## config.mk

```make
export PLATFORM = sky130hd
export DESIGN_NAME = pc_fetch_ctrl_flat
export DESIGN_NICKNAME = d
export VERILOG_FILES = /design/src/rtl/pc_fetch_ctrl_if.sv /design/src/rtl/pc_fetch_ctrl.sv /design/src/flat_wrapper.sv
export SDC_FILE = /design/constraint.sdc
export NUM_CORES = 1
export LEC_CHECK = 0
export ABC_AREA = 1
export BUFFER_PORTS_ARGS = -buffer_cell sky130_fd_sc_hd__buf_2
export CAP_MARGIN = 30
export CORE_MARGIN = 8
export CORE_UTILIZATION = 35
export CTS_CLUSTER_SIZE = 30
export DETAILED_ROUTE_END_ITERATION = 10
export GPL_ROUTABILITY_DRIVEN = 0
export SETUP_SLACK_MARGIN = 0.1
export SLEW_MARGIN = 40
export SYNTH_ARGS = -nofsm -noshare
export SYNTH_HDL_FRONTEND = slang
export SYNTH_SLANG_ARGS = --single-unit
```

## constraint.sdc

```tcl
create_clock -name clk -period 1.9 [get_ports clk]
set_input_delay 0.095 -clock clk [delete_from_list [all_inputs] [get_ports clk]]
set_output_delay 0.095 -clock clk [all_outputs]
set_load 0.005 [all_outputs]
```

## src/rtl/pc_fetch_ctrl_if.sv

```systemverilog
// Fetch-stage bundle: next-PC mux inputs plus the PC, status and counter outputs.
interface pc_fetch_ctrl_if #(
  parameter int unsigned CNT_W = 32
);
  logic [31:0]      next_pc;
  logic             stall;
  logic             halt_req;
  logic [31:0]      pc;
  logic             pc_valid;
  logic             halted;
  logic             fault;
  logic [31:0]      fault_pc;
  logic [CNT_W-1:0] cycle_cnt;
  logic [CNT_W-1:0] instret_cnt;

  modport master (
    output next_pc, stall, halt_req,
    input  pc, pc_valid, halted, fault, fault_pc, cycle_cnt, instret_cnt
  );

  modport slave (
    input  next_pc, stall, halt_req,
    output pc, pc_valid, halted, fault, fault_pc, cycle_cnt, instret_cnt
  );
endinterface

```

## src/rtl/pc_fetch_ctrl.sv

```systemverilog
// Program-counter register with boot cycle, stall, halt, misalignment trap
// and cycle/retired-instruction counters.
module pc_fetch_ctrl #(
  parameter logic [31:0] RESET_VEC = 32'h0000_0000,
  parameter int unsigned CNT_W     = 32
) (
  input  logic           clk,
  input  logic           rst,
  pc_fetch_ctrl_if.slave bus
);

  typedef enum logic [1:0] {
    BOOT,
    RUN,
    HALT,
    FAULT
  } state_t;

  state_t           state, state_n;
  logic [31:0]      pc_r, pc_n;
  logic [31:0]      fpc_r, fpc_n;
  logic [CNT_W-1:0] cyc_r, cyc_n;
  logic [CNT_W-1:0] ins_r, ins_n;

  always_ff @(posedge clk) begin
    if (rst) begin
      state <= BOOT;
      pc_r  <= RESET_VEC;
      fpc_r <= '0;
      cyc_r <= '0;
      ins_r <= '0;
    end else begin
      state <= state_n;
      pc_r  <= pc_n;
      fpc_r <= fpc_n;
      cyc_r <= cyc_n;
      ins_r <= ins_n;
    end
  end

  // Halt outranks stall, and both outrank the alignment check, so a
  // misaligned next_pc only traps when it would really be loaded.
  always_comb begin
    state_n = state;
    pc_n    = pc_r;
    fpc_n   = fpc_r;
    cyc_n   = cyc_r;
    ins_n   = ins_r;
    case (state)
      BOOT: state_n = RUN;
      RUN: begin
        cyc_n = cyc_r + CNT_W'(1);
        if (bus.halt_req) begin
          ins_n   = ins_r + CNT_W'(1);
          state_n = HALT;
        end else if (bus.stall) begin
          pc_n = pc_r;
        end else if (bus.next_pc[1:0] != 2'b00) begin
          fpc_n   = bus.next_pc;
          state_n = FAULT;
        end else begin
          pc_n  = bus.next_pc;
          ins_n = ins_r + CNT_W'(1);
        end
      end
      default: state_n = state;
    endcase
  end

  assign bus.pc          = pc_r;
  assign bus.pc_valid    = (state == RUN);
  assign bus.halted      = (state == HALT);
  assign bus.fault       = (state == FAULT);
  assign bus.fault_pc    = fpc_r;
  assign bus.cycle_cnt   = cyc_r;
  assign bus.instret_cnt = ins_r;

endmodule

```

## src/flat_wrapper.sv

```systemverilog
// flat-port wrapper written by rule: the top's interface ports become plain ports
module pc_fetch_ctrl_flat 
#(
  parameter logic [31:0] RESET_VEC = 32'h0000_0000,
  parameter int unsigned CNT_W     = 32
)
  (clk, rst, bus_next_pc, bus_stall, bus_halt_req, bus_pc, bus_pc_valid, bus_halted, bus_fault, bus_fault_pc, bus_cycle_cnt, bus_instret_cnt);
  pc_fetch_ctrl_if #(.CNT_W(CNT_W)) bus_i ();
  input  logic clk;
  input  logic rst;
  input wire logic [$bits(bus_i.next_pc)-1:0] bus_next_pc;
  input wire logic [$bits(bus_i.stall)-1:0] bus_stall;
  input wire logic [$bits(bus_i.halt_req)-1:0] bus_halt_req;
  output wire logic [$bits(bus_i.pc)-1:0] bus_pc;
  output wire logic [$bits(bus_i.pc_valid)-1:0] bus_pc_valid;
  output wire logic [$bits(bus_i.halted)-1:0] bus_halted;
  output wire logic [$bits(bus_i.fault)-1:0] bus_fault;
  output wire logic [$bits(bus_i.fault_pc)-1:0] bus_fault_pc;
  output wire logic [$bits(bus_i.cycle_cnt)-1:0] bus_cycle_cnt;
  output wire logic [$bits(bus_i.instret_cnt)-1:0] bus_instret_cnt;
  assign bus_i.next_pc = bus_next_pc;
  assign bus_i.stall = bus_stall;
  assign bus_i.halt_req = bus_halt_req;
  assign bus_pc = bus_i.pc;
  assign bus_pc_valid = bus_i.pc_valid;
  assign bus_halted = bus_i.halted;
  assign bus_fault = bus_i.fault;
  assign bus_fault_pc = bus_i.fault_pc;
  assign bus_cycle_cnt = bus_i.cycle_cnt;
  assign bus_instret_cnt = bus_i.instret_cnt;
  pc_fetch_ctrl #(.RESET_VEC(RESET_VEC), .CNT_W(CNT_W)) u_core (.clk(clk), .rst(rst), .bus(bus_i));
endmodule
```

==> results.md, run 1 <==
- Worst slack, placed: 0.216 ns
- Clock Tree Root: clkbuf_16
- FP Rows: 47
- Comb pwr share: 0.065
- Sequential share of the synthesized area: 0.439
- Final net count: 1114
- Initial antenna violation count: 1
- R2r setup slk: 0.27 ns
- Max Cap Viol: 0
- Cell area after synthesis: 5930 um^2
- Final setup vio count: 0
- Number of global-route vias before repair: 5852
- Crit Path Max Fanout: 9
- Critical path required time: 2.20 ns
- Reg2reg start: u_core.state[0]
- Vias/cell: 4.66
- Post-synth top area share: 0.439
- Mux contribution to synthesized area: 0
- Worst setup SP type: flop
- Antenna viol nets, final: 0
- Sequential power share: 0.437
- Unrepaired setup endpoints after global routing: no
- Max Freq: 0.612 GHz
- Most common cell in the synthesized netlist: nand2_1
- Largest area contributor in the netlist: dfxtp_1
- Largest net degree at the start of global routing: 73
- Simple-gate share of the synthesized area: 0.320
- HP Class: input port to flop
- Core ar.: 16600 um^2
- Total Routed Length: 18.0 mm
- Crit. Startpoint: u_core.state[0]
- Worst setup margin: 0.267 ns
- N_diodes: 0
- Area of the multi-input gates: 2730 um^2
- Worst path most repeated cell: nand2_1
- YS warnings: 0
- Data arrival, critical path: 1.93 ns
- Tot GR Track Use: 0.168
- Fin. max-slew vios: 0
- First-pass GRT wire length: 29.6 mm
- NetSw: 0.00158 W
- FF+latch area: 2600 um^2
- Post-synth EDFFs: 0
- Fin. Hold Viols: 0
- Largest family of logic cells by synthesized area: simple AND/OR/NAND/NOR gates
- Drt initial violations: 463
- Synth Area in Compound Gates: 0.126
- Post-synthesis xor/xnor area fraction: 0.00887
- CTS Sinks: 130
- Worst hold path endpoint: u_core.bus.fault_pc[24]
- CTS tree: yes
- Pleak: 3.49 nW
- Status: completed
- Syn Nets: 907
- Final Cycle Share: 0.860
- Total global routing overflow: 0
- Top_reg_cell synth: dfxtp_1
- Full die area: 21400 um^2
- Hold depth: 3
- Min-delay src: rst
- Post-synthesis adder-cell area fraction: 0.00422
- Final-layout fill cell count: 1683
- Clock power share: 0.498
- Tightest Pin Transition: 0.503 ns
- Yosys cell types: 34
- RR Endpoint: u_core.bus.instret_cnt[25]
- TritonCTS Buffers: 17
- Cells after synthesis: 869
- Max stage delay cell, worst path: dfxtp_1
- Via count: 6102
- Worst slew margin: 0.662
- Pwr Density: 805 nW/um^2
- Top cells by area, synth: dfxtp_1 44%, nand2_1 13%, inv_1 7.9%, a21oi_1 7.3%, nor2_1 7.1%
- VDD IR max: 0.589 mV
- Finished Layout Cells: 1309
- Crit end category: flop
- Crit path time final: 1.63 ns
- Worst setup path class: flop to flop
- CP peak stage delay: 0.42 ns
- Die Height: 146 um
- Number of synthesized register bits: 130
- Cells along the critical path: inv_2 -> nor2_8 -> nand2_1 -> nor2_2 -> nand2_1 -> nor2_1 -> nand3_1 -> nand2_1 -> nor2_1
- Share of layout cells above drive strength 1: 0.226
- Drt drc: 0
- R2r worst-path depth: 9
- Dpl cells: 1242
- Clk buf depth: 2
- Hpwl dp: 13.1 mm
- Synth top cells by count: 202 x nand2_1, 130 x dfxtp_1, 124 x inv_1
- P&R area growth vs syn: 34.6%
- H-tree depth: 4
- I/O pins: 167
- Chip width: 146 um
- Synth Area per Inst: 6.82 um^2
- TNS Setup: 0 ns
- Clock latency on the worst-skew pair: 0.42 ns
- Pre-antenna DRT Iters: 5
- Port bufs: 166
- Clock transition at path regs: 0.06 ns
- Starting density of the core: 0.357
- DR WL/cell: 13.7 um
- Pint: 0.00484 W
- Clk_skew: 0.0143 ns
- Sw frac: 0.246
- Ys async rst share: 0
[power by group through the flow]
stage               Combinational [W]  Sequential [W]  Clock (W)
finish                       0.000419         0.00281    0.00320
global placement             0.000369         0.00286          0
detailed placement           0.000370         0.00286          0
global route                 0.000469         0.00281    0.00340
CTS                          0.000424         0.00280    0.00327
floorplan                    0.000197         0.00287          0
[worst max-delay path, delay by kind of cell, from the launching register on]
kind	cells	cell delay, ns
and+or+nand+nor	8	1.01
DFF	1	0.42
buffers and inverters	1	0.09
[cell type report]
| type | instances | area share |
|---|---|---|
| clock inverters | 13 | 0.0157 |
| multi-input cells | 583 | 0.342 |
| flip-flops and latches | 130 | 0.326 |
| repair buffers | 216 | 0.165 |
| clock buffers | 19 | 0.0568 |
| inverters | 128 | 0.0602 |
| well taps | 220 | 0.0345 |
[cells in the final DEF (no fill, tap or decap), types with 18 or more instances in the layout]
master / netlist / layout
nor3_1: 18 / 18
nand2_1: 202 / 202
o21ai_0: 48 / 47
inv_1: 124 / 124
buf_2: 4 / 166
a21oi_1: 87 / 87
dfxtp_1: 130 / 129
nor2_1: 112 / 111
nand3_1: 52 / 52
dlygate4sd3_1: 0 / 33
[repair_timing]
| item | CTS | global route |
|---|---|---|
| gates resized for setup | 0 | 4 |
| endpoints found under the setup margin | 0 | 12 |
| endpoints found under the hold margin | 61 | 0 |
| hold buffers | 33 | 0 |
| buffers inserted | 0 | 2 |
[stage by stage]
stage / hold slack (ns) / util / total power [W] / cell area [um^2]
floorplan: 0.199 / - / 0.00306 / 5930
global placement: 0.357 / 0.425 / 0.00323 / 7050
detailed placement: 0.363 / 0.425 / 0.00323 / 7050
CTS: 0.169 / 0.480 / 0.00650 / 7950
global route: 0.189 / 0.481 / 0.00668 / 7980
finish: 0.180 / 0.481 / 0.00642 / 7980
[state kept, by name, summed over array words and instances (netlist names)]
name and count:
u_core.bus.cycle_cnt 32, u_core.bus.fault_pc 32, u_core.bus.instret_cnt 32, u_core.bus.pc 32
u_core.state 2
[worst max-delay path by stage]
stage,end,depth (start not counted)
after floorplan,u_core.bus.instret_cnt[20],8
after global placement,u_core.bus.instret_cnt[20],8
after detailed placement,u_core.bus.instret_cnt[16],8
after CTS,u_core.bus.instret_cnt[16],8
after global routing,u_core.bus.instret_cnt[25],9
final,u_core.bus.instret_cnt[25],9
[logic make-up (layout without fill, tap and decap cells)]
logic type,Yosys count,in the layout
adders and majority gates,2,2
DFF,130,130
buffers and inverters,156,376
and+or+nand+nor,429,429
AOI/OAI and AO/OA,146,146
xor gates and xnor gates,6,6
[per-layer routing]
layer  vias to the layer above  part of all wire  wire length, um  global-route usage
met4                         2             0.012              223              0.0531
met2                       177              0.44             7970               0.264
met3                        21             0.087             1560              0.0692
li1                       3181                 -                -                   -
met1                      2721              0.46             8210               0.206
met5                         -           0.00067               12                   0
Note: power is estimated with default switching activity, not from simulation.
==> run 2, diff against run 1 <==
--- a/config.mk
+++ b/config.mk
@@ -5,7 +5,6 @@
 export SDC_FILE = /design/constraint.sdc
 export NUM_CORES = 1
 export LEC_CHECK = 0
-export ABC_AREA = 1
 export BUFFER_PORTS_ARGS = -buffer_cell sky130_fd_sc_hd__buf_2
 export CAP_MARGIN = 30
 export CORE_MARGIN = 8
==> run 2 against run 1 <==
Sequential power about the same. Largest cell class is now sequential cells. Global-route usage decreased by 0.84 points. Wire length decreased by 13%. Via count decreased by 16%. Design area decreased by 5.3%. Power increased by 4.0%. Setup slack got worse by 0.086 ns. Fmax decreased by 5.0%. Combinational power decreased by 16%. Highest routed layer is now met4. First-iteration DRC count decreased by 45%. Utilization increased by 3.8 points. Register-to-register slack got worse by 0.09 ns.
==> results.md, run 2 <==
- Status: completed (unchanged)
- CTS tree: yes (unchanged)
- CTS Sinks: 130 (unchanged)
- P&R area growth vs syn: 44.9% (was 34.6%)
- N_diodes: 0 (unchanged)
- RR Endpoint: u_core.bus.instret_cnt[31] (was u_core.bus.instret_cnt[25])
- Syn Nets: 673 (was 907)
- Critical path required time: 2.24 ns (was 2.20 ns)
- I/O pins: 167 (unchanged)
- Final setup vio count: 0 (unchanged)
- Antenna viol nets, final: 0 (unchanged)
- Clock Tree Root: clkbuf_16 (unchanged)
- Worst setup SP type: flop (unchanged)
- Commonest non-fill, non-tap cell in the layout: buf_2 (was nand2_1)
- Post-synthesis adder-cell area fraction: 0.00480 (was 0.00422)
- CP peak stage delay: 0.40 ns (was 0.42 ns)
- Unrepaired setup endpoints after global routing: yes (was no)
- H-tree depth: 4 (unchanged)
- Largest family of logic cells by synthesized area: simple AND/OR/NAND/NOR gates (unchanged)
- Clock transition at path regs: 0.06 ns (about the same)
- Min-delay src: bus_next_pc[0] (was rst)
- Crit path time final: 1.72 ns (was 1.63 ns)
- Max Cap Viol: 0 (unchanged)
- Most frequent cells in the layout: 165 x buf_2, 147 x nand2_1, 127 x dfxtp_1, 69 x a21oi_1, 68 x nor2_1 (was 202 x nand2_1, 166 x buf_2, 129 x dfxtp_1, 124 x inv_1, 111 x nor2_1)
- Synth Area in Compound Gates: 0.0802 (was 0.126)
- Top_reg_cell synth: dfxtp_1 (unchanged)
- Share of layout cells above drive strength 1: 0.303 (was 0.226)
- R2r worst-path depth: 5 (was 9)
- Cell area after synthesis: 5210 um^2 (was 5930 um^2)
- Hold depth: 3 (unchanged)
- Worst hold path endpoint: u_core.bus.fault_pc[0] (was u_core.bus.fault_pc[24])
- Synth Area per Inst: 8.20 um^2 (was 6.82 um^2)
- Pleak: 3.12 nW (was 3.49 nW)
- Vias/cell: 4.85 (was 4.66)
- Crit Path Max Fanout: 4 (was 9)
- HP Class: input port to flop (unchanged)
- R2r setup slk: 0.18 ns (was 0.27 ns)
- Design area: 7550 um^2 (was 7980 um^2)
- Via count: 5126 (was 6102)
- Cells after synthesis: 635 (was 869)
- DR WL/cell: 14.9 um (was 13.7 um)
- Die Height: 138 um (was 146 um)
- Chip width: 138 um (was 146 um)
- Worst setup path class: flop to flop (unchanged)
- Full die area: 19000 um^2 (was 21400 um^2)
- Yosys cell types: 36 (was 34)
- Pre-antenna DRT Iters: 5 (unchanged)
- Drt drc: 0 (unchanged)
- Clk_skew: 0.0112 ns (was 0.0143 ns)
- FP Rows: 44 (was 47)
- Max stage delay cell, worst path: or4_1 (was dfxtp_1)
- Mux contribution to synthesized area: 0.00384 (was 0)
- Fin. Hold Viols: 0 (unchanged)
- Reg2reg start: u_core.bus.instret_cnt[19] (was u_core.state[0])
- Largest net degree at the start of global routing: 131 (was 73)
- Drt initial violations: 255 (was 463)
- Post-synth top area share: 0.500 (was 0.439)
- TNS Setup: 0 ns (unchanged)
- Cells along the critical path: and4_4 -> nand4_4 -> or3_1 -> or4_1 -> a21oi_1 (was inv_2 -> nor2_8 -> nand2_1 -> nor2_2 -> nand2_1 -> nor2_1 -> nand3_1 -> nand2_1 -> nor2_1)
- Worst slew margin: 0.608 (was 0.662)
- Total global routing overflow: 0 (unchanged)
- Clk buf depth: 2 (unchanged)
- Core ar.: 14500 um^2 (was 16600 um^2)
- Final net count: 897 (was 1114)
- Final Cycle Share: 0.905 (was 0.860)
- Number of global-route vias before repair: 4830 (was 5852)
- Pwr Density: 885 nW/um^2 (was 805 nW/um^2)
- Pwr Total: 0.00668 W (was 0.00642 W)
- Tot GR Track Use: 0.160 (was 0.168)
- TritonCTS Buffers: 17 (unchanged)
- Clock latency on the worst-skew pair: 0.42 ns (about the same)
- Post-synthesis xor/xnor area fraction: 0.0941 (was 0.00887)
- Total Routed Length: 15.7 mm (was 18.0 mm)
- VDD IR max: 0.553 mV (was 0.589 mV)
- Hpwl dp: 10.6 mm (was 13.1 mm)
- Post-synth EDFFs: 0 (unchanged)
- Starting density of the core: 0.358 (was 0.357)
- Ys async rst share: 0 (unchanged)
- Top cells by area, synth: dfxtp_1 50%, nand2_1 11%, a21oi_1 6.6%, xnor2_1 6.1%, nor2_1 5.0% (was dfxtp_1 44%, nand2_1 13%, inv_1 7.9%, a21oi_1 7.3%, nor2_1 7.1%)
- Tightest Pin Transition: 0.588 ns (was 0.503 ns)
- Synth top cells by count: 147 x nand2_1, 130 x dfxtp_1, 69 x a21oi_1, 69 x nor2_1, 36 x xnor2_1 (was 202 x nand2_1, 130 x dfxtp_1, 124 x inv_1)
- Simple-gate share of the synthesized area: 0.283 (was 0.320)
- Sequential share of the synthesized area: 0.500 (was 0.439)
- Data arrival, critical path: 2.06 ns (was 1.93 ns)
- Max Freq: 0.582 GHz (was 0.612 GHz)
- Initial antenna violation count: 0 (was 1)
- Number of synthesized register bits: 130 (unchanged)
- Final-layout fill cell count: 1414 (was 1683)
- Port bufs: 166 (unchanged)
- YS warnings: 0 (unchanged)
- Largest area contributor in the netlist: dfxtp_1 (unchanged)
- Crit end category: flop (unchanged)
- Most common cell in the synthesized netlist: nand2_1 (unchanged)
- First-pass GRT wire length: 25.4 mm (was 29.6 mm)
- Fin. max-slew vios: 0 (unchanged)
- Cell Area, Placed: 6490 um^2 (was 7050 um^2)
-- run 2: what timing repair did --
action,in CTS,in global routing
buffers inserted,1,1
resized for setup,1,19
hold endpoints to repair,61,0
pin swaps,1,1
hold buffers,31,0
setup endpoints to repair,2,24
-- run 2: kinds of logic (layout without fill, tap and decap cells) --
logic type / Yosys count / in the layout
AND/OR/NAND/NOR: 322 / 322
flip-flops: 130 / 130
AO/OA/AOI/OAI: 80 / 80
XOR/XNOR: 56 / 56
buffers and inverters: 43 / 280
adder cells (fa/ha/maj): 2 / 2
multiplexers: 2 / 2
-- run 2: per-layer routing --
layer,global-route usage,part of all wire,up-vias
met3,0.0503,0.058,21
met4,0.0601,0.017,0
li1,-,-,2579
met5,0,0,-
met2,0.251,0.46,154
met1,0.201,0.46,2372
-- run 2: area by class of cell --
| class | count | area, um^2 | area share |
|---|---|---|---|
| clock buffer | 18 | 439 | 0.0582 |
| clock inverter | 14 | 204 | 0.0270 |
| inverter | 10 | 37.5 | 0.00497 |
| multi-input combinational | 462 | 2530 | 0.335 |
| sequential | 130 | 2610 | 0.345 |
| tap | 184 | 230 | 0.0305 |
| timing repair buffer | 238 | 1500 | 0.199 |
-- run 2: worst max path at each step --
stage	start	slack [ns]	endpoint
floorplan	u_core.bus.instret_cnt[16]	0.12	u_core.bus.instret_cnt[31]
global placement	u_core.bus.cycle_cnt[1]	0.09	u_core.bus.cycle_cnt[10]
detailed placement	u_core.bus.cycle_cnt[1]	0.05	u_core.bus.cycle_cnt[14]
CTS	u_core.bus.instret_cnt[19]	0.12	u_core.bus.instret_cnt[31]
global route	u_core.bus.cycle_cnt[21]	0.04	u_core.bus.cycle_cnt[31]
finish	u_core.bus.instret_cnt[19]	0.18	u_core.bus.instret_cnt[31]
-- run 2: power breakdown --
group / internal (W) / switching, W
combinational: 0.000160 / 0.000194
sequential: 0.00276 / 0.0000224
clock: 0.00225 / 0.00129
-- run 2: per-stage QoR --
stage / utilization / hold WS [ns] / setup WS, ns / std cells
final: 0.520 / 0.0240 / 0.181 / 1056
after global routing: 0.520 / 0.0195 / 0.0406 / 1056
after CTS: 0.513 / 0.0231 / 0.116 / 1055
after detailed placement: 0.446 / 0.353 / 0.0467 / 991
after global placement: 0.446 / 0.349 / 0.0865 / 991
after floorplan: - / 0.195 / 0.124 / 635
-- run 2: critical path: cells and delay by family, from the launching register on --
family	cells	cell delay, ns
AOI/OAI and AO/OA	1	0.14
DFF	1	0.35
and+or+nand+nor	4	1.16
==> run 3, diff against run 2 <==
--- a/config.mk
+++ b/config.mk
@@ -5,7 +5,7 @@
 export SDC_FILE = /design/constraint.sdc
 export NUM_CORES = 1
 export LEC_CHECK = 0
-export BUFFER_PORTS_ARGS = -buffer_cell sky130_fd_sc_hd__buf_2
+export BUFFER_PORTS_ARGS = -buffer_cell sky130_fd_sc_hd__clkbuf_2
 export CAP_MARGIN = 30
 export CORE_MARGIN = 8
 export CORE_UTILIZATION = 35
==> constraint.sdc (replaced) <==
create_clock -name clk -period 1.9 [get_ports clk]
set_input_delay 0.095 -clock clk [delete_from_list [all_inputs] [get_ports clk]]
set_output_delay 0.095 -clock clk [all_outputs]
set_load 0.01 [all_outputs]
==> run 3 against run 2 <==
Final cell count is 0.19% lower. Wire length is 0.80% lower. Critical endpoint unchanged. Largest power group unchanged. Non-clock buffer count is 2 lower. Utilization is 0.27 points lower.
==> results.md, run 3 (synthesis results as in run 2) <==
- Status: completed (unchanged)
- Final Cycle Share: 0.900 (was 0.905)
- Tot GR Track Use: 0.161 (was 0.160)
- Drt drc: 0 (unchanged)
- CP peak stage delay: 0.42 ns (was 0.40 ns)
- Vias/cell: 4.81 (was 4.85)
- Clock transition at path regs: 0.06 ns (about the same)
- Worst setup path class: flop to flop (unchanged)
- Crit Path Max Fanout: 5 (was 4)
- Chip width: 138 um (unchanged)
- DR WL/cell: 14.8 um (was 14.9 um)
- Crit end category: flop (unchanged)
- Max stage delay cell, worst path: or4_1 (unchanged)
- Core ar.: 14500 um^2 (unchanged)
- Pwr Density: 855 nW/um^2 (was 885 nW/um^2)
- Total Routed Length: 15.6 mm (was 15.7 mm)
- Design area: 7510 um^2 (was 7550 um^2)
- Share of layout cells above drive strength 1: 0.303 (about the same)
- Most frequent cells in the layout: 165 x clkbuf_2, 147 x nand2_1, 121 x dfxtp_1, 68 x nor2_1, 68 x a21oi_1 (was 165 x buf_2, 147 x nand2_1, 127 x dfxtp_1, 69 x a21oi_1, 68 x nor2_1)
- Starting density of the core: 0.358 (unchanged)
- HP Class: input port to flop (unchanged)
- Clk buf depth: 2 (unchanged)
- Pleak: 2.97 nW (was 3.12 nW)
- CTS Sinks: 130 (unchanged)
- Max Freq: 0.584 GHz (was 0.582 GHz)
- P&R area growth vs syn: 44.2% (was 44.9%)
- First-pass GRT wire length: 25.6 mm (was 25.4 mm)
- Total global routing overflow: 0 (unchanged)
- Port bufs: 166 (unchanged)
- Clk_skew: 0.00710 ns (was 0.0112 ns)
- Worst setup SP type: flop (unchanged)
- H-tree depth: 4 (unchanged)
- Clock Tree Root: clkbuf_16 (unchanged)
- Unrepaired setup endpoints after global routing: yes (unchanged)
- Data arrival, critical path: 2.06 ns (about the same)
- Critical path required time: 2.25 ns (was 2.24 ns)
- Clock latency on the worst-skew pair: 0.41 ns (was 0.42 ns)
- Commonest non-fill, non-tap cell in the layout: clkbuf_2 (was buf_2)
- Crit path time final: 1.71 ns (was 1.72 ns)
- TritonCTS Buffers: 17 (unchanged)
- TNS Setup: 0 ns (unchanged)
- Max Cap Viol: 0 (unchanged)
- Full die area: 19000 um^2 (unchanged)
- Final net count: 895 (was 897)
- VDD IR max: 0.554 mV (was 0.553 mV)
- Worst slew margin: 0.654 (was 0.608)
- Initial antenna violation count: 0 (unchanged)
- CTS tree: yes (unchanged)
- N_diodes: 0 (unchanged)
- Cells along the critical path: and4_4 -> nand4_4 -> or3_1 -> or4_1 -> a21oi_2 (was and4_4 -> nand4_4 -> or3_1 -> or4_1 -> a21oi_1)
- Pre-antenna DRT Iters: 4 (was 5)
- Worst hold slack: 0.0290 ns (was 0.0240 ns)
- Pwr Total: 0.00642 W (was 0.00668 W)
- Largest net degree at the start of global routing: 70 (was 131)
- Final core utilization: 0.517 (was 0.520)
- FP Rows: 44 (unchanged)
- I/O pins: 167 (unchanged)
- Drt initial violations: 180 (was 255)
- Final setup vio count: 0 (unchanged)
- Fin. Hold Viols: 0 (unchanged)
- Die Height: 138 um (unchanged)
- Hpwl dp: 10.7 mm (was 10.6 mm)
- Fin. max-slew vios: 0 (unchanged)
- Tightest Pin Transition: 0.519 ns (was 0.588 ns)
- Antenna viol nets, final: 0 (unchanged)
- Via count: 5072 (was 5126)
- Cell Area, Placed: 6510 um^2 (was 6490 um^2)
- Number of global-route vias before repair: 4847 (was 4830)
## run 3: cell types whose count changed in the layout (fill, tap and decap cells not counted), sizes merged, moves of 2 or more
cell,previous run,this run
bufinv,4,2
inv,13,10
buf,207,39
clkbuf,18,186
clkinv,4,2
clkinvlp,3,7
## run 3: what timing repair did
action	in CTS	in global routing
buffers inserted	0	1
pin swaps	0	3
resized for setup	1	23
hold buffers	32	0
hold endpoints to repair	62	0
cloned	0	0
setup endpoints to repair	1	25
## run 3: worst paths after layout
kind	slack, ns	from	to	depth (start not counted)
max	0.19	u_core.bus.instret_cnt[17]	u_core.bus.instret_cnt[31]	5
min	0.03	bus_next_pc[0]	u_core.bus.fault_pc[0]	3
max reg2reg	0.19	u_core.bus.instret_cnt[17]	u_core.bus.instret_cnt[31]	5
min reg2reg	0.45	u_core.bus.fault_pc[14]	u_core.bus.fault_pc[14]	2
## run 3: stage by stage
step,setup slack (ns),instances
after floorplan,0.110,635
after global placement,0.111,989
after detailed placement,0.0798,989
after CTS,0.105,1053
after global routing,0.0809,1054
final,0.189,1054
## run 3: cell type report
type,count,area [um^2]
fill,1452,7020
sequential,130,2620
multi-input combinational,462,2500
timing repair buffer,236,1530
clock buffer,21,470
tap,184,230
clock inverter,11,130
inverter,10,37.5
## run 3: power by group
| part | total [W] | leakage, nW | internal, W | switching [W] |
|---|---|---|---|---|
| clock | 0.00326 | 0.270 | 0.00204 | 0.00122 |
| combinational | 0.000379 | 1.64 | 0.000170 | 0.000210 |
| sequential | 0.00278 | 1.05 | 0.00276 | 0.0000231 |
## run 3: per-layer routing
metal	wire, um	GRT usage	up-vias
met4	187	0.0578	0
met5	0	0	-
met3	962	0.0572	11
met2	7180	0.253	141
met1	7250	0.199	2346
li1	-	-	2574
## run 3: worst max-delay path: cells and delay by family, from the launching register on
kind / cells / cell delay (ns)
simple gates: 4 / 1.15
flops: 1 / 0.36
compound gates: 1 / 0.14
